$ cat src/rtl/wb_regfile.sv
// Writeback-stage register file: selects the writeback value, writes it into
// a 32 x 32 array and serves two combinational read ports. A port whose
// index matches the destination in the writing cycle gets the writeback
// value directly, so ID-stage reads never see a stale register. wb_count
// tracks how many effective writes have retired.
module wb_regfile #(
   parameter logic [31:0] SP_RESET = 32'h0000_0FFC
) (
   input  logic        clk,
   input  logic        reset,
   input  logic        w_reg_ctl,
   input  logic [1:0]  mem_to_reg,
   input  logic [31:0] mem_data,
   input  logic [31:0] alu_result,
   input  logic [31:0] pc_value,
   input  logic [4:0]  w_reg_addr,
   input  logic [4:0]  rs_addr,
   input  logic [4:0]  rt_addr,
   output logic [31:0] rs_data,
   output logic [31:0] rt_data,
   output logic [31:0] wb_data,
   output logic        wb_en,
   output logic [31:0] wb_count
);

   // Writeback source encoding; code 3 is reserved and behaves like ALU.
   typedef enum logic [1:0] {
      SRC_ALU  = 2'd0,
      SRC_MEM  = 2'd1,
      SRC_PC   = 2'd2,
      SRC_RSVD = 2'd3
   } wb_src_e;

   localparam int unsigned SP_INDEX = 29;

   logic [31:0] regs_q [32];
   logic [31:0] regs_d [32];
   logic [31:0] wb_count_q;
   logic [31:0] wb_count_d;

   // Writeback source mux.
   always_comb begin
      // NOTE: every output of a combinational block gets a default first so no latch is inferred.
      wb_data = alu_result;
      unique case (wb_src_e'(mem_to_reg))
         SRC_ALU:  wb_data = alu_result;
         SRC_MEM:  wb_data = mem_data;
         SRC_PC:   wb_data = pc_value;
         SRC_RSVD: wb_data = alu_result;
         default:  wb_data = alu_result;
      endcase
   end

   // Register 0 is hard-wired, so a write aimed at it is not a write at all.
   assign wb_en    = w_reg_ctl && (w_reg_addr != 5'd0);
   assign wb_count = wb_count_q;

   // Next state of the array and the retired-write counter.
   always_comb begin
      regs_d = regs_q;
      if (wb_en) begin
         regs_d[w_reg_addr] = wb_data;
      end
      // Keeps entry 0 at zero even before the first reset clears it.
      regs_d[0]  = '0;
      wb_count_d = wb_count_q + (wb_en ? 32'd1 : 32'd0);
   end

   // State registers; reset wins over a coincident write.
   always_ff @(posedge clk) begin
      if (reset) begin
         // NOTE: this array is reset on purpose because software relies on $29 holding the
         // initial stack pointer; plain storage arrays are normally left unreset.
         for (int i = 0; i < 32; i++) begin
            regs_q[i] <= (i == SP_INDEX) ? SP_RESET : 32'd0;
         end
         wb_count_q <= '0;
      end else begin
         // NOTE: sequential state uses non-blocking assignments so all flops update together.
         regs_q     <= regs_d;
         wb_count_q <= wb_count_d;
      end
   end

   // Read ports: zero register, then same-cycle bypass, then the array.
   always_comb begin
      rs_data = regs_q[rs_addr];
      rt_data = regs_q[rt_addr];
      if (rs_addr == 5'd0) begin
         rs_data = '0;
      end else if (wb_en && (rs_addr == w_reg_addr)) begin
         rs_data = wb_data;
      end
      if (rt_addr == 5'd0) begin
         rt_data = '0;
      end else if (wb_en && (rt_addr == w_reg_addr)) begin
         rt_data = wb_data;
      end
   end

endmodule

$ cat config.mk
export PLATFORM = sky130hd
export DESIGN_NAME = wb_regfile
export DESIGN_NICKNAME = d
export VERILOG_FILES = /design/src/rtl/wb_regfile.sv
export SDC_FILE = /design/constraint.sdc
export NUM_CORES = 2
export LEC_CHECK = 0
export CAP_MARGIN = 30
export CELL_PAD_IN_SITES_DETAIL_PLACEMENT = 0
export CELL_PAD_IN_SITES_GLOBAL_PLACEMENT = 2
export CORE_MARGIN = 2
export CORE_UTILIZATION = 28
export DETAILED_ROUTE_END_ITERATION = 6
export GPL_ROUTABILITY_DRIVEN = 0
export HOLD_SLACK_MARGIN = 0.08
export PLACE_DENSITY = 0.72
export SYNTH_ARGS = -nofsm -noshare
export SYNTH_HDL_FRONTEND = slang
export SYNTH_SLANG_ARGS = --single-unit
$ cat constraint.sdc
create_clock -name clk -period 2.7 [get_ports clk]
set_input_delay 0.27 -clock clk [delete_from_list [all_inputs] [get_ports clk]]
set_output_delay 0.27 -clock clk [all_outputs]
set_load 0.02 [all_outputs]
Yosys cells after proc, flatten, opt, wreduce, memory -nomap -nowiden
Index checks and enable logic that the tools add are counted.

Memories kept: 0. Output and inout bits: 129. Bits in writable memories: 0. Bits in latches: 0. Bits in read-only memories: 0. Flip-flop bits (word level): 1056. Input port bits: 116.

Shift operators: 0. Bitwise operators: 3. Eq/ne operators: 5. Mux-type cells: 15. Multiply operators: 0. $add $sub $neg: 1. Reduce and logical (&&, ||, !) cells: 9. Div/mod/pow operators: 0. $lt $le $gt $ge: 4.

Operators by type and width (count): $bwmux W1024 (1); $bmux W32 S5 (2); $mux W32 (9); $demux W32 S5 (1); $pmux W32 S3 (1); $add A32 B1 Y32 (1); $ge A6 B6 Y1 const B (3); $not A5 Y6 (3); $eq A5 B5 Y1 (2); $logic_not A5 Y1 (2); $lt A6 B1 Y1 const B (1); $reduce_bool A5 Y1 (1); $eq A2 B2 Y1 const B (2); $logic_and A1 B1 Y1 (4); $eq A2 B1 Y1 const B (1); $logic_not A2 Y1 (1); $reduce_or A2 Y1 (1); $mux W1 (1).

Depth between registers and ports, before layout
Depth in word-level cells: 6. Mapped depth: 10. Gate-level depth less buffers: 9.

Worst setup path after synthesis
No wires, ideal clock.

Kind: input-to-reg. Start point: input w_reg_addr[3]. End point: register wb_count_q[26] (netlist: wb_count[26]). Arrival time: 2.590 ns. Data required time: 2.642 ns. Path slack: 0.052 ns. Path buffers: 1. Stages on the path: 10. Path through: clkbuf_1 or3_4 o31a_1 ha_1 ha_1 nand4_1 nor4_2 nand4_1 or3_1 nand2_1.

Longest elaborated chain between the ends: 4.

RTL lines: start: declaration (RTL line 16) `input logic [4:0] w_reg_addr,`; $reduce_bool A5 Y1 (RTL line 55) `assign wb_en = w_reg_ctl && (w_reg_addr != 5'd0);`; $logic_and A1 B1 Y1 (RTL line 55); via wb_en (RTL line 22) `output logic wb_en,`; $mux W1 (RTL line 66) `wb_count_d = wb_count_q + (wb_en ? 32'd1 : 32'd0);`; $add A32 B1 Y32 (RTL line 66); end signal: assignment (RTL line 81) `wb_count_q <= wb_count_d;`; end: declaration (RTL line 38) `logic [31:0] wb_count_q;`.

The timed path passes the listed nets, and every way through them passes these cells. A chain may end at the register's enable or synchronous reset.

Final worst setup path
Start point: register regs_q[300] (netlist name). End point: output rs_data[12].

Longest elaborated chain between the ends: 5.

RTL lines: start: declaration (RTL line 36) `logic [31:0] regs_q [32];`; start signal: indexed assignment (RTL line 75) `regs_q[i] <= (i == SP_INDEX) ? SP_RESET : 32'd0;`; start signal: assignment (RTL line 80) `regs_q <= regs_d;`; $bmux W32 S5 (RTL line 87) `rs_data = regs_q[rs_addr];`; $mux W32 (implied by the code) (2 in a row) (RTL line 87); $mux W32 (RTL line 91) `end else if (wb_en && (rs_addr == w_reg_addr)) begin`; $mux W32 (RTL line 89) `if (rs_addr == 5'd0) begin`; end: declaration (RTL line 19) `output logic [31:0] rs_data,`.

No other way between the ends. The select of a mux whose other input is x is not followed.

==> flow_summary_export.csv <==
group,metric,value,unit
placement,place_area,64100,sq um
job,maxCapViolCount,0,
synth,synth-seq-cells,1024,
clock_network,path_clk_slew,60,ps
synth,async_flop_share,0,%
critical_path,reg2reg_slack,770,ps
placement,io_buffer_count,244,
critical_path,required,2430,ps
routing,antenna_left,0,
critical_path,ff2ff_path_depth,5,
synth,syn-mean-instance-area,8.45,sq um
synth,synthCells,6306,
routing,drc_errors,0,
clock_network,cts_sinks,1024,
sta,slew_violations,0,
hold_path,whs_endpoint,"regs_q[770]",
routing,viasPerCell,5.63,
sta,layout_setup_ws,-345,ps
critical_path,critPathLaunch,"regs_q[300]",
sta,grt_setup_unrepaired,"true",
floorplanning,io_pins,245,
hold_path,min_path_cells,6,
global_routing,grt_overflow,0,
floorplanning,dieArea,194000,sq um
global_routing,first_global_vias,50100,
routing,avgRoutedWirePerCell,29.6,um
synth,yosys.cell_types.count,60,
clock_network,clock_path_buffers,3,
routing,vias,53100,
hold_path,min_from,"mem_data[2]",
sta,final-setup-viol-count,46,
critical_path,path_class,"flop to output pin",
synth,ys_warn_count,0,
floorplanning,dieWidth,440,um
floorplanning,rows,160,
cells_and_area,final_common_cell,"nand2_1",
status,violations,"setup timing",
synth,synth_top_flop_cell,"dfxtp_1",
critical_path,start_kind,"flop",
cells_and_area,finalInstanceArea,72200,sq um
critical_path,crit_fanout,3,
placement,hpwl,188000,um
sta,clock_skew,27.4,ps
clock_network,clkLatencyLatePin,760,ps
routing,drt_pass1_iterations,6,
sta,fmax,328,MHz
placement,dpl.cell_count,9156,
global_routing,antenna_found_initial,9,
critical_path,r2r_end,"wb_count[23]",
hold_path,hold_path.class,"input port to flop",
status,status,"complete, but fails checks",
global_routing,grt_usage,27.9,%
sta,period_needed,3050,ps
sta,relSlewSlack,48.5,%
routing,wl_met3,25700,um
clock_network,cts_buffers,115,
clock_network,cts_tree,"done",
routing,drt_wl_total,279000,um
cells_and_area,final_cell_mix,"nand2_1 (2,065), a21oi_1 (988), dfxtp_1 (879), buf_4 (565), mux4_2 (356)",
floorplanning,die_h,440,um
sta,tightest_slew,773,ps
global_routing,grt_first_pass_wirelength,389000,um
sta,fin_crit_sh,113,%
cells_and_area,fin_cells,9436,
global_routing,grt_max_degree,90,
sta,hold_viol_final,0,
cells_and_area,final_util,38.1,%
routing,route.met2.wl,125000,um
critical_path,cp-end-kind,"output pin",
pwr,power-per-cell-area,531,nW/um^2
routing,highest_layer,"met5",
routing,drt_iter0_markers,5928,
floorplanning,core_area,190000,sq um
clock_network,clock-root-buffer,"clkbuf_16",
cells_and_area,n_fill_cell,18800,
synth,syn_nets,6427,
pwr,vdd_drop_max,0.492,mV
cells_and_area,final_layout_size_suffix_gt1_share,32.0,%
critical_path,worstReg2RegStart,"wb_count[12]",
pwr,power.leakage,25.1,nW
pwr,total_power,38.4,mW
floorplanning,start_util,28.1,%
cells_and_area,nNetsFinal,6950,
synth,netlist_area,53300,sq um
synth,ys_seq_area_share,38.5,%
cells_and_area,area_delta_synth_final,35.5,%
clock_network,ctsHtreeMaxLevel,3,
synth,synth_edf_count,0,
routing,wl_met1,110000,um
critical_path,cp.arrival,2780,ps
## worst max-delay path, cell delays in order (launching register included)
cell and delay, ps:
dfxtp_2 330, mux4_2 490, mux2i_4 200, o22ai_2 190
nor4b_4 360, buf_4 220, nor3_4 80, buf_6 140
## kinds of logic after synthesis
kind of cell,after synthesis,share of synthesized area [%]
mux,638,20.8
flops,1024,38.5
fa+ha+maj,5,0.117
buf+inv,644,5.47
xor+xnor,34,0.559
compound gates,1437,15.7
simple gates,2524,18.9
## worst max-delay path by stage
stage	end	slack, ps
2_1_floorplan	wb_count[26]	50
3_3_place_gp	rt_data[9]	-830
3_5_place_dp	rt_data[9]	-810
4_1_cts	rs_data[12]	-420
5_1_grt	rs_data[12]	-370
6_report	rs_data[12]	-350
## Yosys cell counts (all sizes together) (3+ instances only)
cell,instances,area (sq um)
nand2b,27,169
a221oi,91,797
nand3,44,225
nor3b,4,30.0
mux2,206,2320
xor2,24,210
o22ai,78,488
a211oi,7,52.6
and2,6,37.5
o32ai,4,35.0
inv,15,56.3
o21a,4,30.0
nor4b,3,26.3
nor2b,44,275
nor3,52,260
a31oi,32,200
or3,3,23.8
nor2,163,614
mux2i,76,761
o221ai,20,175
mux4,356,8020
nand2,2112,7930
clkbuf,392,1470
o31a,5,43.8
a22oi,76,571
nand4,13,81.3
a22o,29,254
o32a,15,150
xnor2,10,87.6
or3b,6,52.6
ha,5,62.6
a2111oi,7,73.8
a21oi,995,4980
and4,4,37.5
a2111o,3,33.8
or2,8,50.1
buf,237,1390
o21ai,41,205
nand3b,13,97.6
and3,10,62.6
dfxtp,1024,20500
a221o,17,170
a32oi,3,26.3
a211o,9,78.8
nor4,9,68.8
## metrics by stage
| stage | hold WS [ps] | setup TNS (ps) | setup WS (ps) |
|---|---|---|---|
| floorplan | 442 | 0 | 51.5 |
| global placement | 448 | -38880 | -830 |
| detailed placement | 456 | -41730 | -814 |
| CTS | 353 | -6850 | -419 |
| global route | 424 | -6450 | -370 |
| finish | 403 | -4720 | -345 |
## layer usage
layer / GRT usage [%] / vias to the layer above
li1: - / 23200
met1: 35.4 / 26500
met2: 43.9 / 2795
met3: 5.98 / 657
met4: 16.1 / 10
met5: 0 / -
## area by class of cell
class | instances | area (sq um) | share of cell area, %
Antenna cell | 4 | 10.0 | 0.0139
Clock buffer | 169 | 3500 | 4.85
Clock inverter | 40 | 480 | 0.665
Inverter | 15 | 56.3 | 0.0779
Multi-Input combinational cell | 4638 | 33000 | 45.7
Sequential cell | 1024 | 20700 | 28.6
Tap cell | 2511 | 3140 | 4.35
Timing Repair Buffer | 1035 | 11400 | 15.8
## power breakdown
| part | switching [mW] | internal (mW) | leakage (nW) |
|---|---|---|---|
| Sequential | 0.0744 | 15.2 | 8.33 |
| Clock | 7.12 | 9.79 | 1.98 |
| Combinational | 3.78 | 2.38 | 14.8 |
| Total | 11.0 | 27.4 | 25.1 |
## flip-flops by register name, summed over array words and instances (netlist names)
signal    cells
regs_q      992
wb_count     32
## what timing repair did
item	in CTS	in global routing
setup buffers	77	22
pin swaps	160	89
hold endpoints to repair	33	0
endpoints found under the setup margin	89	72
gates cloned	9	0
gates resized for setup	606	176
hold buffers	1	0
No activity file was read; power rests on OpenSTA's default activity.
